$ cat src/rtl/instr_stream_encoder.sv
// instr_stream_encoder
//   Accepts per-instruction field requests, encodes them into 16-bit
//   instruction words, and writes them sequentially into instruction
//   memory through a small FIFO. It stops after HLT (opcode F) once the
//   FIFO has drained. Malformed requests raise a sticky error.
//
// Parameters
//   FIFO_DEPTH : encoded-word buffer entries (power of 2, >= 2)
//   ERR_W      : width of err_code
//
// Ports
//   clk, rst          : clock, synchronous active-high reset
//   start, start_addr : begin a stream at {start_addr[15:1],0}
//   in_valid/in_ready : field request handshake
//   opcode,rd,rs,rt,imm,cc,target : instruction fields
//   mem_wr_en, mem_addr, mem_wdata, mem_ready : memory write port
//   done              : HLT written and buffer empty
//   err, err_code     : sticky error, first cause (1 imm, 2 B range, 3 B odd)
//   instr_count       : words written (saturating)
module instr_stream_encoder #(
  parameter int FIFO_DEPTH = 4,
  parameter int ERR_W      = 2
) (
  input  logic             clk,
  input  logic             rst,
  input  logic             start,
  input  logic [15:0]      start_addr,
  input  logic             in_valid,
  output logic             in_ready,
  input  logic [3:0]       opcode,
  input  logic [3:0]       rd,
  input  logic [3:0]       rs,
  input  logic [3:0]       rt,
  input  logic [15:0]      imm,
  input  logic [2:0]       cc,
  input  logic [15:0]      target,
  output logic             mem_wr_en,
  output logic [15:0]      mem_addr,
  output logic [15:0]      mem_wdata,
  input  logic             mem_ready,
  output logic             done,
  output logic             err,
  output logic [ERR_W-1:0] err_code,
  output logic [15:0]      instr_count
);

  localparam int AW = $clog2(FIFO_DEPTH);

  typedef enum logic [1:0] {IDLE, RUN, DRAIN, DONE} state_t;

  state_t            state;
  logic [15:0]       fifo_mem [FIFO_DEPTH];
  logic [AW-1:0]     rd_ptr, wr_ptr;
  logic [AW:0]       count;
  logic [15:0]       enc_addr, wr_addr;
  logic              err_q;
  logic [ERR_W-1:0]  err_code_q;
  logic [15:0]       cnt_q;

  logic              fifo_full, fifo_empty;
  logic              accept, push, pop;
  logic signed [16:0] off_c;
  logic [1:0]        req_err_c;
  logic [15:0]       word_c;

  // Branch offset in 17-bit signed space so the wrap at 0xFFFE cannot alias.
  function automatic logic signed [16:0] branch_off(input logic [15:0] tgt,
                                                    input logic [15:0] pc);
    logic signed [16:0] diff;
    diff = $signed({1'b0, tgt}) - $signed({1'b0, pc} + 17'd2);
    return diff >>> 1;
  endfunction

  function automatic logic [1:0] req_err(input logic [3:0] op,
                                         input logic [15:0] im,
                                         input logic [15:0] tgt,
                                         input logic signed [16:0] off);
    logic [1:0] code;
    code = 2'd0;
    case (op)
      4'h4, 4'h5, 4'h6, 4'h8, 4'h9: if (im > 16'd15) code = 2'd1;
      4'hA, 4'hB:                   if (im > 16'd255) code = 2'd1;
      4'hC: begin
        if (tgt[0])
          code = 2'd3;
        else if ((off < -17'sd256) || (off > 17'sd255))
          code = 2'd2;
      end
      default: code = 2'd0;
    endcase
    return code;
  endfunction

  function automatic logic [15:0] encode(input logic [3:0] op,
                                         input logic [3:0] f_rd,
                                         input logic [3:0] f_rs,
                                         input logic [3:0] f_rt,
                                         input logic [15:0] im,
                                         input logic [2:0] f_cc,
                                         input logic signed [16:0] off);
    logic [15:0] w;
    case (op)
      4'h0, 4'h1, 4'h2, 4'h3, 4'h7: w = {op, f_rd, f_rs, f_rt};
      4'h4, 4'h5, 4'h6, 4'h8, 4'h9: w = {op, f_rd, f_rs, im[3:0]};
      4'hA, 4'hB:                   w = {op, f_rd, im[7:0]};
      4'hC:                         w = {op, f_cc, off[8:0]};
      4'hD:                         w = {op, f_cc, 1'b0, f_rs, 4'b0000};
      4'hE:                         w = {op, f_rd, 8'h00};
      default:                      w = 16'hF000;
    endcase
    return w;
  endfunction

  function automatic logic [15:0] sat_inc(input logic [15:0] v);
    return (v == 16'hFFFF) ? v : v + 16'd1;
  endfunction

  assign fifo_full  = (count == (AW+1)'(FIFO_DEPTH));
  assign fifo_empty = (count == '0);

  // Ready depends only on registered state, never on a same-cycle pop.
  assign in_ready  = (state == RUN) && !fifo_full && !err_q;
  assign mem_wr_en = ((state == RUN) || (state == DRAIN)) && !fifo_empty;
  assign mem_wdata = mem_wr_en ? fifo_mem[rd_ptr] : 16'h0000;
  assign mem_addr  = wr_addr;
  assign done      = (state == DONE);
  assign err       = err_q;
  assign err_code  = err_code_q;
  assign instr_count = cnt_q;

  assign off_c     = branch_off(target, enc_addr);
  assign req_err_c = req_err(opcode, imm, target, off_c);
  assign word_c    = encode(opcode, rd, rs, rt, imm, cc, off_c);
  assign accept    = in_valid && in_ready;
  assign push      = accept && (req_err_c == 2'd0);
  assign pop       = mem_wr_en && mem_ready;

  // Stage p0: encoded word captured into the buffer at acceptance
  always_ff @(posedge clk) begin
    if (push) fifo_mem[wr_ptr] <= word_c;
  end

  always_ff @(posedge clk) begin
    if (rst) begin
      state      <= IDLE;
      rd_ptr     <= '0;
      wr_ptr     <= '0;
      count      <= '0;
      enc_addr   <= 16'h0000;
      wr_addr    <= 16'h0000;
      err_q      <= 1'b0;
      err_code_q <= '0;
      cnt_q      <= 16'h0000;
    end else begin
      case (state)
        IDLE, DONE: begin
          if (start) begin
            state    <= RUN;
            enc_addr <= {start_addr[15:1], 1'b0};
            wr_addr  <= {start_addr[15:1], 1'b0};
            cnt_q    <= 16'h0000;
          end
        end
        RUN:     if (push && (opcode == 4'hF)) state <= DRAIN;
        DRAIN:   if (fifo_empty) state <= DONE;
        default: state <= IDLE;
      endcase

      if (accept && (req_err_c != 2'd0)) begin
        err_q      <= 1'b1;
        err_code_q <= ERR_W'(req_err_c);
      end

      if (push) begin
        wr_ptr   <= wr_ptr + AW'(1);
        enc_addr <= enc_addr + 16'd2;
      end

      // Stage p1: buffer head written to memory
      if (pop) begin
        rd_ptr  <= rd_ptr + AW'(1);
        wr_addr <= wr_addr + 16'd2;
        cnt_q   <= sat_inc(cnt_q);
      end

      case ({push, pop})
        2'b10:   count <= count + (AW+1)'(1);
        2'b01:   count <= count - (AW+1)'(1);
        default: count <= count;
      endcase
    end
  end

endmodule

$ cat config.mk
export PLATFORM = sky130hd
export DESIGN_NAME = instr_stream_encoder
export DESIGN_NICKNAME = d
export VERILOG_FILES = /design/src/rtl/instr_stream_encoder.sv
export SDC_FILE = /design/constraint.sdc
export NUM_CORES = 1
export LEC_CHECK = 0
export ABC_AREA = 0
export CORE_AREA = 4 4 132 134
export CTS_CLUSTER_SIZE = 14
export DETAILED_ROUTE_END_ITERATION = 8
export DIE_AREA = 0 0 136 138
export GPL_ROUTABILITY_DRIVEN = 0
export PLACE_DENSITY = 0.67
export SYNTH_ARGS = -nofsm -noshare
export SYNTH_HDL_FRONTEND = slang
export SYNTH_SLANG_ARGS = --single-unit
$ cat constraint.sdc
create_clock -name clk -period 5.9 [get_ports clk]
set_input_delay 1.77 -clock clk [delete_from_list [all_inputs] [get_ports clk]]
set_output_delay 1.77 -clock clk [all_outputs]
set_load 0.005 [all_outputs]
# Word level (Yosys, flattened, before mapping)
# Memories as Yosys holds them, arrays and structs flattened. A register that Yosys moved wholly into a read port is not among the register bits.
# Index checks and enable logic that the tools add are counted.
[op_classes] add_sub_neg=9 n_reduce_logical=31 magnitude_cmp=4 mux=24 eq_ne=26
[op_table] operator="16-bit 2-to-1 mux" count=9
[op_table] operator="16-bit one-hot mux with 6 select lines" count=1
[op_table] operator="16-bit by 2-bit adder with 16-bit output (second input constant)" count=2
[op_table] operator="4-bit == test (second input constant)" count=8
[op_table] operator="16-bit by 2-bit adder with 17-bit output (second input constant)" count=1
[op_table] operator="17-bit subtractor" count=1
[op_table] operator="16-bit by 1-bit adder with 16-bit output (second input constant)" count=1
[op_table] operator="16-bit == test (second input constant)" count=1
[op_table] operator="4-bit by 3-bit == test with 1-bit output (second input constant)" count=4
[op_table] operator="16-bit by 4-bit greater-than comparator with 1-bit output (second input constant)" count=1
[op_table] operator="16-bit by 8-bit greater-than comparator with 1-bit output (second input constant)" count=1
[op_table] operator="16-bit by 9-bit greater-than comparator with 1-bit output (second input constant)" count=1
[op_table] operator="16-bit by 9-bit < comparator with 1-bit output (second input constant)" count=1
[op_table] operator="2-bit 2-to-1 mux" count=7
[op_table] operator="2-bit one-hot mux with 3 select lines" count=2
[op_table] operator="2-bit nonzero test" count=6
[op_table] operator="5-bit OR reduction" count=2
[op_table] operator="4-bit by 2-bit == test with 1-bit output (second input constant)" count=2
[op_table] operator="1-bit logical AND" count=8
[op_table] operator="2-bit == test (second input constant)" count=3
[op_table] operator="2-bit != test (second input constant)" count=3
[op_table] operator="3-bit one-hot mux with 2 select lines" count=1
[op_table] operator="3-bit AND reduction" count=2
[op_table] operator="2-bit by 1-bit adder with 2-bit output (second input constant)" count=2
[op_table] operator="14 further kinds" count=24
[word_totals] input_bits=72 mem_count=1 reg_bits=60 out_inout_bits=54 ram_bits=64 elab_cells=104
[mem_list] memory="fifo_mem" words=4 width=16 rd=1 rd_ports_with_merged_regs=1 wr=1 line_no="52" text="logic [15:0] fifo_mem [FIFO_DEPTH];"

# Logic depth before layout (Yosys ltp)
# Gate-level depths: netlist (run 1).
[logic_depth] ltp_word=12 ltp_mapped=21 ltp_nobuf=21

# Worst setup path after synthesis (run 1)
# OpenSTA, ideal clock, no wires.
[synth_path] path_type="input to register" start="input target[1]" end="register count[2]" setup_slack_ns=0.537 arrival_ns=5.292 n_path_buf=0 required_ns=5.829 setup_ns=0.071 path_stages=21 path_cell_list="inv_1 -> ha_1 -> inv_1 -> ha_1 -> inv_1 -> fa_1 -> nand2b_1 -> a21o_1 -> a211o_1 -> a31oi_1 -> xnor2_1 -> o311ai_1 -> a21boi_2 -> and2_1 -> inv_1 -> ha_1 -> inv_1 -> fa_1 -> xor2_1 -> or3_1 -> a21oi_1"
[synth_via] elab_chain_cells=10 word_cells_on_any_way=13 cone_classes="add/sub (1); order compare (2); eq/ne (2); mux (4); reduce/logical (4)"
[synth_lines] element="from (decl)" line_no="36" text="input logic [15:0] target,"
[synth_lines] element="17-bit subtractor (*)" line_no="70" text="diff = $signed({1'b0, tgt}) - $signed({1'b0, pc} + 17'd2);"
[synth_lines] element="16-bit by 9-bit < comparator with 1-bit output / 16-bit by 9-bit greater-than comparator with 1-bit output (equally long branches)" line_no="86" text="else if ((off < -17'sd256) || (off > 17'sd255))"
[synth_lines] element="1-bit logical OR (*)" line_no="86"
[synth_lines] element="2-bit 2-to-1 mux (*)" line_no="86"
[synth_lines] element="2-bit 2-to-1 mux (*)" line_no="84" text="if (tgt[0])"
[synth_lines] element="2-bit one-hot mux with 3 select lines (*)" line_no="80" text="case (op)"
[synth_lines] element="2-bit zero test (*)" line_no="135" text="assign push = accept && (req_err_c == 2'd0);"
[synth_lines] element="1-bit logical AND (*)" line_no="135"
[synth_lines] element="2-bit by 1-bit == test with 1-bit output / 2-bit == test (equally long branches)" line_no="186" text="case ({push, pop})"
[synth_lines] element="3-bit one-hot mux with 2 select lines / 2-bit nonzero test (equally long branches)"
[synth_lines] element="to (signal assigned)" line_no="187" text="2'b10: count <= count + (AW+1)'(1);"
[synth_lines] element="to (signal assigned)" line_no="188" text="2'b01: count <= count - (AW+1)'(1);"
[synth_lines] element="to (signal assigned)" line_no="189" text="default: count <= count;"
[synth_lines] element="to (decl)" line_no="54" text="logic [AW:0] count;"
# Every way passes the cells marked *; elsewhere a longest branch is shown, timed or not.
# A chain may end at the register's enable or synchronous reset.

# Final worst setup path (run 1)
# Ends and elaborated chain as after synthesis.

==> results of run 1 <==
per-layer routing:
| metal | share of wire (%) | vias to the layer above | wire length (um) | GRT usage, % |
|---|---|---|---|---|
| li1 | - | 3057 | - | - |
| met2 | 47 | 208 | 8526 | 30.87 |
| met4 | 1.6 | 0 | 299 | 6.844 |
| met5 | 0 | - | 0 | 0 |
| met1 | 46 | 2838 | 8344 | 26.77 |
| met3 | 6.0 | 26 | 1104 | 3.924 |
through the flow:
step / setup slack [ps] / std cells
CTS: 280.3 / 1135
floorplan: 537.4 / 769
global placement: -144.8 / 1103
global route: -56.77 / 1135
finish: 179.1 / 1135
detailed placement: -131.1 / 1103
worst register-to-register path: cells and delay by family (launching register included):
family,cells,cell delay [ps]
AO/OA/AOI/OAI,6,1250
buffers and inverters,4,230
flip-flops,1,400
adder cells (fa/ha/maj),5,1280
AND/OR/NAND/NOR,3,680
XOR/XNOR,2,340
placed cells by master, fill, tap and decap left out, drive strengths merged, types with 3 or more instances in the layout:
cell / count
a211oi: 6
a21o: 12
a21oi: 39
a221oi: 8
a22o: 5
a22oi: 4
a31oi: 9
and2: 4
and3: 46
buf: 33
clkbuf: 18
clkdlybuf4s50: 122
clkinv: 4
clkinvlp: 3
dfxtp: 60
edfxtp: 64
ha: 41
inv: 71
mux4: 16
nand2: 82
nand2b: 5
nand3: 21
nand4: 7
nor2: 64
nor2b: 4
nor3: 19
nor3b: 18
nor4: 5
o211ai: 12
o21ai: 28
o221ai: 5
o2bb2ai: 11
or2: 5
or3: 6
xnor2: 11
xor2: 16
area by class of cell:
type | count | area share, %
repair buffers | 155 | 16.04
flip-flops and latches | 124 | 33.02
well taps | 220 | 2.911
multi-input cells | 539 | 39.48
clock inverters | 14 | 1.429
clock buffers | 18 | 4.538
inverters | 65 | 2.580
kinds of logic (layout without fill, tap and decap cells):
logic type,count (synthesis),after routing,share of synthesized area (%)
buf+inv,106,252,5.752
mux,17,17,5.113
compound gates,162,162,15.44
other cells,2,2,0.1037
fa+ha+maj,43,43,7.635
simple gates,288,288,19.57
xor+xnor,27,27,3.265
flops,124,124,43.12
cells in the mapped netlist, types with 18 or more instances:
cell,count,area [um^2]
and3_1,46,287.8
o21ai_0,27,135.1
clkbuf_1,31,116.4
inv_1,65,244.0
nand3_1,20,100.1
nor3b_1,18,135.1
edfxtp_1,64,1922
nor2_1,64,240.2
nor3_1,19,95.09
ha_1,41,513.0
a21oi_1,39,195.2
nand2_1,82,307.8
dfxtp_1,60,1201
flip-flops by register name, summed over array words and instances, names as in the netlist, named ones only:
| register | flops |
|---|---|
| mem_addr | 15 |
| rd_ptr | 2 |
| enc_addr | 15 |
| fifo_mem | 64 |
| state | 2 |
| instr_count | 16 |
| err_code | 2 |
| wr_ptr | 2 |
| count | 3 |
| err | 1 |
report_power, final:
| group | total (mW) | switching (mW) | internal (mW) |
|---|---|---|---|
| Clock | 0.992 | 0.406 | 0.587 |
| Sequential | 1.08 | 0.0830 | 0.998 |
| Combinational | 1.25 | 0.672 | 0.575 |
how the worst min path moves through the flow:
stage / start / to / slack, ps / depth (start not counted)
after floorplan: err$_SDFFE_PP0P_ / err$_SDFFE_PP0P_ / 450 / 2
after global routing: err$_SDFFE_PP0P_ / err$_SDFFE_PP0P_ / 510 / 2
after detailed placement: err_code[0]$_SDFFE_PP0P_ / err_code[0]$_SDFFE_PP0P_ / 470 / 2
final: err$_SDFFE_PP0P_ / err$_SDFFE_PP0P_ / 480 / 2
after CTS: err_code[0]$_SDFFE_PP0P_ / err_code[0]$_SDFFE_PP0P_ / 480 / 2
after global placement: err$_SDFFE_PP0P_ / err$_SDFFE_PP0P_ / 470 / 2
==> impl_metrics.ini, run 1 <==
[run_status]
outcome = completed

[clock_network]
cts.sinks = 124
cts_tree = built
path_clk_slew_ps = 60
post_cts_resized = 0
h-tree-depth = 4
insertion_delay_ps = 420
post-cts-setup-buffer-count = 0
hold_buffers = 0
ctsLongestPathBuffers = 2
ctsRootBufferMaster = clkbuf_16
numCtsBuffers = 17

[floorplan]
core_area_um2 = 16290
start_util_pct = 44.47
rows = 47
design.die.area_um2 = 18770
die_h_um = 138
io_pins = 126
die_w_um = 136

[synth]
synthArstFlopShare_pct = 0
synthesis.area_um2 = 7243
ys_seq_area_share_pct = 43.12
synth_ff_type = edfxtp_1
ys_ff_latch = 124
synthDistinctLibCells = 64
yosys_warnings = 0
synth_nets = 884
syn-instance-count = 769
avgSynthCellArea_um2 = 9.419
synth-edff-count = 64

[route]
drt_wl_total_um = 18280
final_antenna_net_count = 0
first_iter_violations = 364
firstDrtPassIters = 5
drt-vias-per-instance = 5.400
drcViolationCount = 0
vias = 6129
wl_per_cell_um = 16.10

[placement]
hpwl_um = 13070
io_buffers = 123
placed_area_um2 = 8865

[setup_path]
crit_start = target[1]
r2r_start = enc_addr[1]$_SDFFE_PP0P_
cp-end-kind = flop
r2r-end = count[2]$_SDFFE_PP0P_
crit_type = input port to flop
timing.critical_path.mode_cell = inv_1
worstPathCellList = clkdlybuf4s50_1, inv_1, ha_1, inv_1, ha_1, inv_1, fa_2, nand2b_4, a21o_4, a211o_1, a31oi_2, xnor2_1, o311ai_1, a21boi_2, and2_1, inv_1, ha_1, inv_1, fa_1, xor2_1, or3_1, a21oi_2
worstPathMaxFanout = 5
cp_num_buf_inv = 6
cpLargestDelayFamily = adder cells
ff2ff_setup_slack_ps = 1670
critPathSlowestCell = clkdlybuf4s50_1
reg2reg_depth = 20
endpoint = count[2]$_SDFFE_PP0P_
crit_arrival_ps = 6070
critPathMaxStageDelay_ps = 450
start_kind = input port
cp.depth = 22
required_ps = 6250

[job]
max_cap_violations = 0

[global_routing]
grt_pass1_vias = 5871
grt_max_degree = 46
antenna_found_initial = 0
overflow = 0
grt_pass1_wl_um = 29530
track_usage_pct = 19.54

[final_layout]
multi_input_area_um2 = 3734
layout.nets = 1017
n_fill_cell = 1465
final_layout_size_suffix_gt1_share_pct = 10.49
fin_util_pct = 58.05
seq_area_um2 = 3123
area_delta_synth_final_pct = 30.56
n_antenna_cell = 0
fin_area_um2 = 9457

[timing]
whs_ps = 479.6
fin_crit_ps = 5721
hold_violations = 0
min_period_over_period_pct = 96.96
slew_viol_final = 0
maxSlewHeadroom_pct = 38.97
worst_pin_slew_ps = 915.4
setup_tns_ps = 0
fin_skew_ps = 7.983
setup_viol = 0
max_freq_mhz = 174.8

[min_path]
min-delay-path-class = flop to flop

[pwr]
ir_drop_mv = 0.2227
leakagePower_nw = 3.698
p_total_mw = 3.320
powerDensity_nw_per_um2 = 351.0
(Power assumes the default switching activity.)
==> run 2: changes to the inputs <==
PLACE_DENSITY = 0.7   (was 0.67)
clock period = 4.6 ns   (was 5.9 ns; I/O delays follow)
==> impl_metrics.ini, run 2 (synthesized netlist as in run 1, its figures left out) <==
[clock_network]
cts.sinks = 124
path_clk_slew_ps = 60
ctsLongestPathBuffers = 2
ctsRootBufferMaster = clkbuf_16
hold_buffers = 0
numCtsBuffers = 17
cts_tree = built
insertion_delay_ps = 420
h-tree-depth = 4

[final_layout]
n_fill_cell = 1339
largest_reg_flops = 64
fin_util_pct = 62.98
n_antenna_cell = 0
most-common-layout-cells = 109 x clkdlybuf4s50_1, 79 x nand2_1, 66 x buf_4
largest_register = fifo_mem
area_delta_synth_final_pct = 41.63
final_cells = 1177
final_common_cell = clkdlybuf4s50_1
layout.nets = 1059
final_layout_size_suffix_gt1_share_pct = 22.68

[run_status]
outcome = finished, violations left
violations = negative setup slack

[global_routing]
grt_pass1_vias = 6389
antenna_found_initial = 0
grt_max_degree = 45
grt_pass1_wl_um = 32240
overflow = 0
track_usage_pct = 21.41

[pwr]
ir_drop_mv = 0.2713
leakagePower_nw = 3.960
powerDensity_nw_per_um2 = 473.4
p_total_mw = 4.856

[floorplan]
die_w_um = 136
design.die.area_um2 = 18770
io_pins = 126
rows = 47
start_util_pct = 44.47
die_h_um = 138
core_area_um2 = 16290

[route]
final_antenna_net_count = 0
drt-vias-per-instance = 5.484
drt_wl_total_um = 20310
firstDrtPassIters = 5
vias = 6455
first_iter_violations = 510
drcViolationCount = 0
wl_per_cell_um = 17.26

[timing]
fin_skew_ps = 7.820
fin_crit_ps = 4744
setup_viol = 1
max_freq_mhz = 210.8
hold_violations = 0
min_period_over_period_pct = 103.1
slew_viol_final = 0
rsz0062_at_grt = yes
worst_pin_slew_ps = 839.1
maxSlewHeadroom_pct = 43.98
setup_ws_ps = -143.6

[setup_path]
worstPathMaxFanout = 3
crit_arrival_ps = 5090
cp-end-kind = flop
critPathSlowestCell = a211o_1
worstPathCellList = buf_6, inv_4, ha_4, inv_4, ha_4, inv_2, fa_2, nand2b_4, a21o_1, buf_6, a211o_1, a31oi_2, xnor2_1, o311ai_1, a21boi_2, and2_4, inv_4, ha_4, inv_2, fa_2, xor2_1, or3_1, a21oi_1
critPathMaxStageDelay_ps = 340
start_kind = input port
crit_type = input port to flop
required_ps = 4950

[job]
max_cap_violations = 0

[placement]
io_buffers = 123
dp_cells = 1135
hpwl_um = 13840

[min_path]
min-delay-path-class = flop to flop
==> run 2: cell count changes in the layout (fill, tap and decap cells not counted), sizes merged <==
cell	before	now
buf	33	76
clkbuf	18	17
clkdlybuf4s15	0	1
clkdlybuf4s50	122	109
clkinvlp	3	2
dlygate4sd2	0	9
dlymetal6s2s	0	2
inv	71	73
==> run 2: worst paths after layout <==
kind                       startpoint               endpoint  slack [ps]  depth (start not counted)
max                         target[1]  count[2]$_SDFFE_PP0P_        -140                         23
min reg2reg          err$_SDFFE_PP0P_       err$_SDFFE_PP0P_         470                          2
max reg2reg  enc_addr[1]$_SDFFE_PP0P_  count[2]$_SDFFE_PP0P_         450                         21
min                  err$_SDFFE_PP0P_       err$_SDFFE_PP0P_         470                          2
==> run 2: area by class of cell <==
| class | count | area [um^2] | share of cell area (%) |
|---|---|---|---|
| Multi-Input combinational cell | 539 | 4189 | 40.83 |
| Sequential cell | 124 | 3123 | 30.44 |
| Timing Repair Buffer | 197 | 1842 | 17.95 |
| Clock buffer | 17 | 425.4 | 4.147 |
| Tap cell | 220 | 275.3 | 2.683 |
| Inverter | 65 | 251.5 | 2.452 |
| Clock inverter | 15 | 152.6 | 1.488 |
==> run 2: per-stage QoR <==
stage	cell area (um^2)	setup TNS (ps)	worst slack (ps)	hold slack, ps
after global routing	10260	-415.9	-248.8	509.2
after CTS	10150	-116.5	-116.5	473.1
after global placement	9148	-55860	-938.9	459.7
after detailed placement	9148	-59270	-1004	464.4
after floorplan	7286	-42.90	-42.90	454.3
final	10260	-143.6	-143.6	468.3
==> run 2: routing by layer <==
metal | global-route usage (%) | share of wire [%] | wire length [um]
met1 | 28.33 | 45 | 9062
met2 | 34.97 | 48 | 9713
met3 | 5.087 | 5.7 | 1165
met4 | 6.260 | 1.8 | 371
met5 | 0 | 0 | 0
==> run 2: what timing repair did <==
item	in CTS	in global routing
resized for setup	85	21
endpoints found under the hold margin	0	0
pin swaps	45	32
endpoints found under the setup margin	83	58
setup buffers	6	5
==> run 2: power by group <==
part	internal, mW	total, mW	switching (mW)
registers	1.28	1.40	0.121
clock network	0.762	1.32	0.554
logic	1.07	2.14	1.07
total	3.11	4.86	1.74
==> run 2: worst max-delay path, delay by kind of cell <==
family | cells | cell delay, ps
AOI/OAI and AO/OA | 6 | 1200
buffers and inverters | 7 | 450
xor gates and xnor gates | 2 | 330
and+or+nand+nor | 3 | 610
adders and majority gates | 5 | 1100
==> run 3: changes to the inputs <==
CORE_AREA = 2 2 130 132   (was 4 4 132 134)
DIE_AREA = 0 0 132 134   (was 0 0 136 138)
REMOVE_ABC_BUFFERS = 1   (was default)
==> impl_metrics.ini, run 3 (synthesized netlist as in run 1, its figures left out) <==
[pwr]
leakagePower_nw = 3.986
pwr-share-comb_pct = 43.8
clockPowerShare_pct = 27.5
ir_drop_mv = 0.3123
p_sw_mw = 1.710
p_int_mw = 3.141
switching_share_pct = 35.25
p_total_mw = 4.851
p_seq_share_pct = 28.7
powerDensity_nw_per_um2 = 471.6

[floorplan]
rows = 47
core_area_um2 = 16290
die_h_um = 134
design.die.area_um2 = 17690
io_pins = 126
start_util_pct = 44.47
die_w_um = 132

[route]
drt_wl_total_um = 19510
final_antenna_net_count = 0
vias = 6428
firstDrtPassIters = 5
first_iter_violations = 395
drt-vias-per-instance = 5.443
wl_per_cell_um = 16.52
drcViolationCount = 0

[clock_network]
numCtsBuffers = 17
hold_buffers = 0
path_clk_slew_ps = 60
ctsRootBufferMaster = clkbuf_16
ctsLongestPathBuffers = 2
cts_tree = built
cts.sinks = 124
insertion_delay_ps = 430
h-tree-depth = 4

[setup_path]
cp-end-kind = flop
reg2reg_depth = 20
required_ps = 4950
worstPathMaxFanout = 4
start_kind = input port
crit_type = input port to flop
crit_arrival_ps = 5000

[timing]
fin_skew_ps = 9.706
setup_viol = 1
fin_crit_ps = 4644
maxSlewHeadroom_pct = 43.16
slew_viol_final = 0
min_period_over_period_pct = 101.0
hold_violations = 0
max_freq_mhz = 215.3
rsz0062_at_grt = yes
setup_ws_ps = -44.34
worst_pin_slew_ps = 851.5

[placement]
hpwl_um = 13170
io_buffers = 123
pre_cts_slack_ps = -1084

[global_routing]
grt_pass1_vias = 6081
antenna_found_initial = 2
grt_pass1_wl_um = 30260
overflow = 0
track_usage_pct = 21.69
grt_max_degree = 45

[final_layout]
largest_reg_flops = 64
most-common-layout-cells = 110 x clkdlybuf4s50_1, 80 x nand2_1, 68 x buf_4
area_delta_synth_final_pct = 41.99
fin_util_pct = 63.14
final_common_cell = clkdlybuf4s50_1
largest_register = fifo_mem
layout.nets = 1060
final_layout_size_suffix_gt1_share_pct = 22.13

[min_path]
whs_path_depth = 2
min-delay-path-class = flop to flop

[run_status]
outcome = finished, violations left
violations = negative setup slack

[job]
max_cap_violations = 0
==> run 3: cell count changes in the layout (fill, tap and decap cells not counted), sizes merged <==
| cell | previous run | this run |
|---|---|---|
| bufinv | 1 | 2 |
| clkbuf | 17 | 20 |
| clkdlybuf4s50 | 109 | 110 |
| clkinv | 4 | 6 |
| clkinvlp | 2 | 1 |
| diode | 0 | 3 |
| dlygate4sd2 | 9 | 7 |
| inv | 73 | 70 |
==> run 3: final timing paths <==
kind,start,slack (ps),to
worst max-delay path,target[1],-40,count[2]$_SDFFE_PP0P_
worst min-delay path,err$_SDFFE_PP0P_,470,err$_SDFFE_PP0P_
worst max register to register,enc_addr[1]$_SDFFE_PP0P_,590,count[2]$_SDFFE_PP0P_
worst min register to register,err$_SDFFE_PP0P_,470,err$_SDFFE_PP0P_
==> run 3: layout make-up <==
| cell class | count | area, um^2 |
|---|---|---|
| inverters | 65 | 254.0 |
| repair buffers | 198 | 1843 |
| well taps | 220 | 275.3 |
| flip-flops and latches | 124 | 3123 |
| clock inverters | 14 | 162.7 |
| fillers | 1317 | 6005 |
| multi-input cells | 539 | 4190 |
| clock buffers | 18 | 429.2 |
| diodes | 3 | 7.507 |
==> run 3: per-stage QoR <==
| step | instances | instance area [um^2] | setup TNS, ps | hold WS [ps] |
|---|---|---|---|---|
| global route | 1179 | 10280 | -656.4 | 510.1 |
| detailed placement | 1134 | 9102 | -69310 | 468.0 |
| finish | 1181 | 10280 | -44.34 | 470.4 |
| global placement | 1134 | 9102 | -65870 | 468.9 |
| CTS | 1174 | 10110 | -146.2 | 476.3 |
| floorplan | 728 | 7071 | -49710 | 448.2 |
==> run 3: layer usage <==
metal  global-route usage [%]  up-vias  routed length, um
li1                         -     3155                  -
met1                    26.85     3020               8254
met2                    36.34      220               9470
met3                    5.820       33               1412
met4                    8.333        0                371
met5                        0        -                  0
==> run 3: worst max-delay path, stage by stage <==
cell and delay [ps]:
buf_6 90, inv_4 50, ha_4 200, inv_4 60, ha_4 140, inv_4 30
fa_2 340, nand2b_4 160, a21o_1 210, a211o_1 330, a31oi_2 200, xnor2_1 170
o311ai_1 140, a21boi_2 220, and2_4 160, inv_4 50, ha_4 120, inv_2 30
fa_2 340, xor2_2 150, or3_1 300, a21oi_1 130
==> run 3: power by group through the flow <==
stage	Clock, mW	Combinational, mW	Sequential [mW]
finish	1.33	2.13	1.39
global route	1.41	2.32	1.41
CTS	1.35	1.95	1.39
detailed placement	0	1.71	1.40
global placement	0	1.68	1.40
floorplan	0	0.957	1.39
==> run 3: what timing repair did <==
action / in CTS / in global routing
setup endpoints to repair: 81 / 75
gates cloned: 0 / 0
gates resized for setup: 86 / 34
pin swaps: 49 / 32
setup buffers: 10 / 6
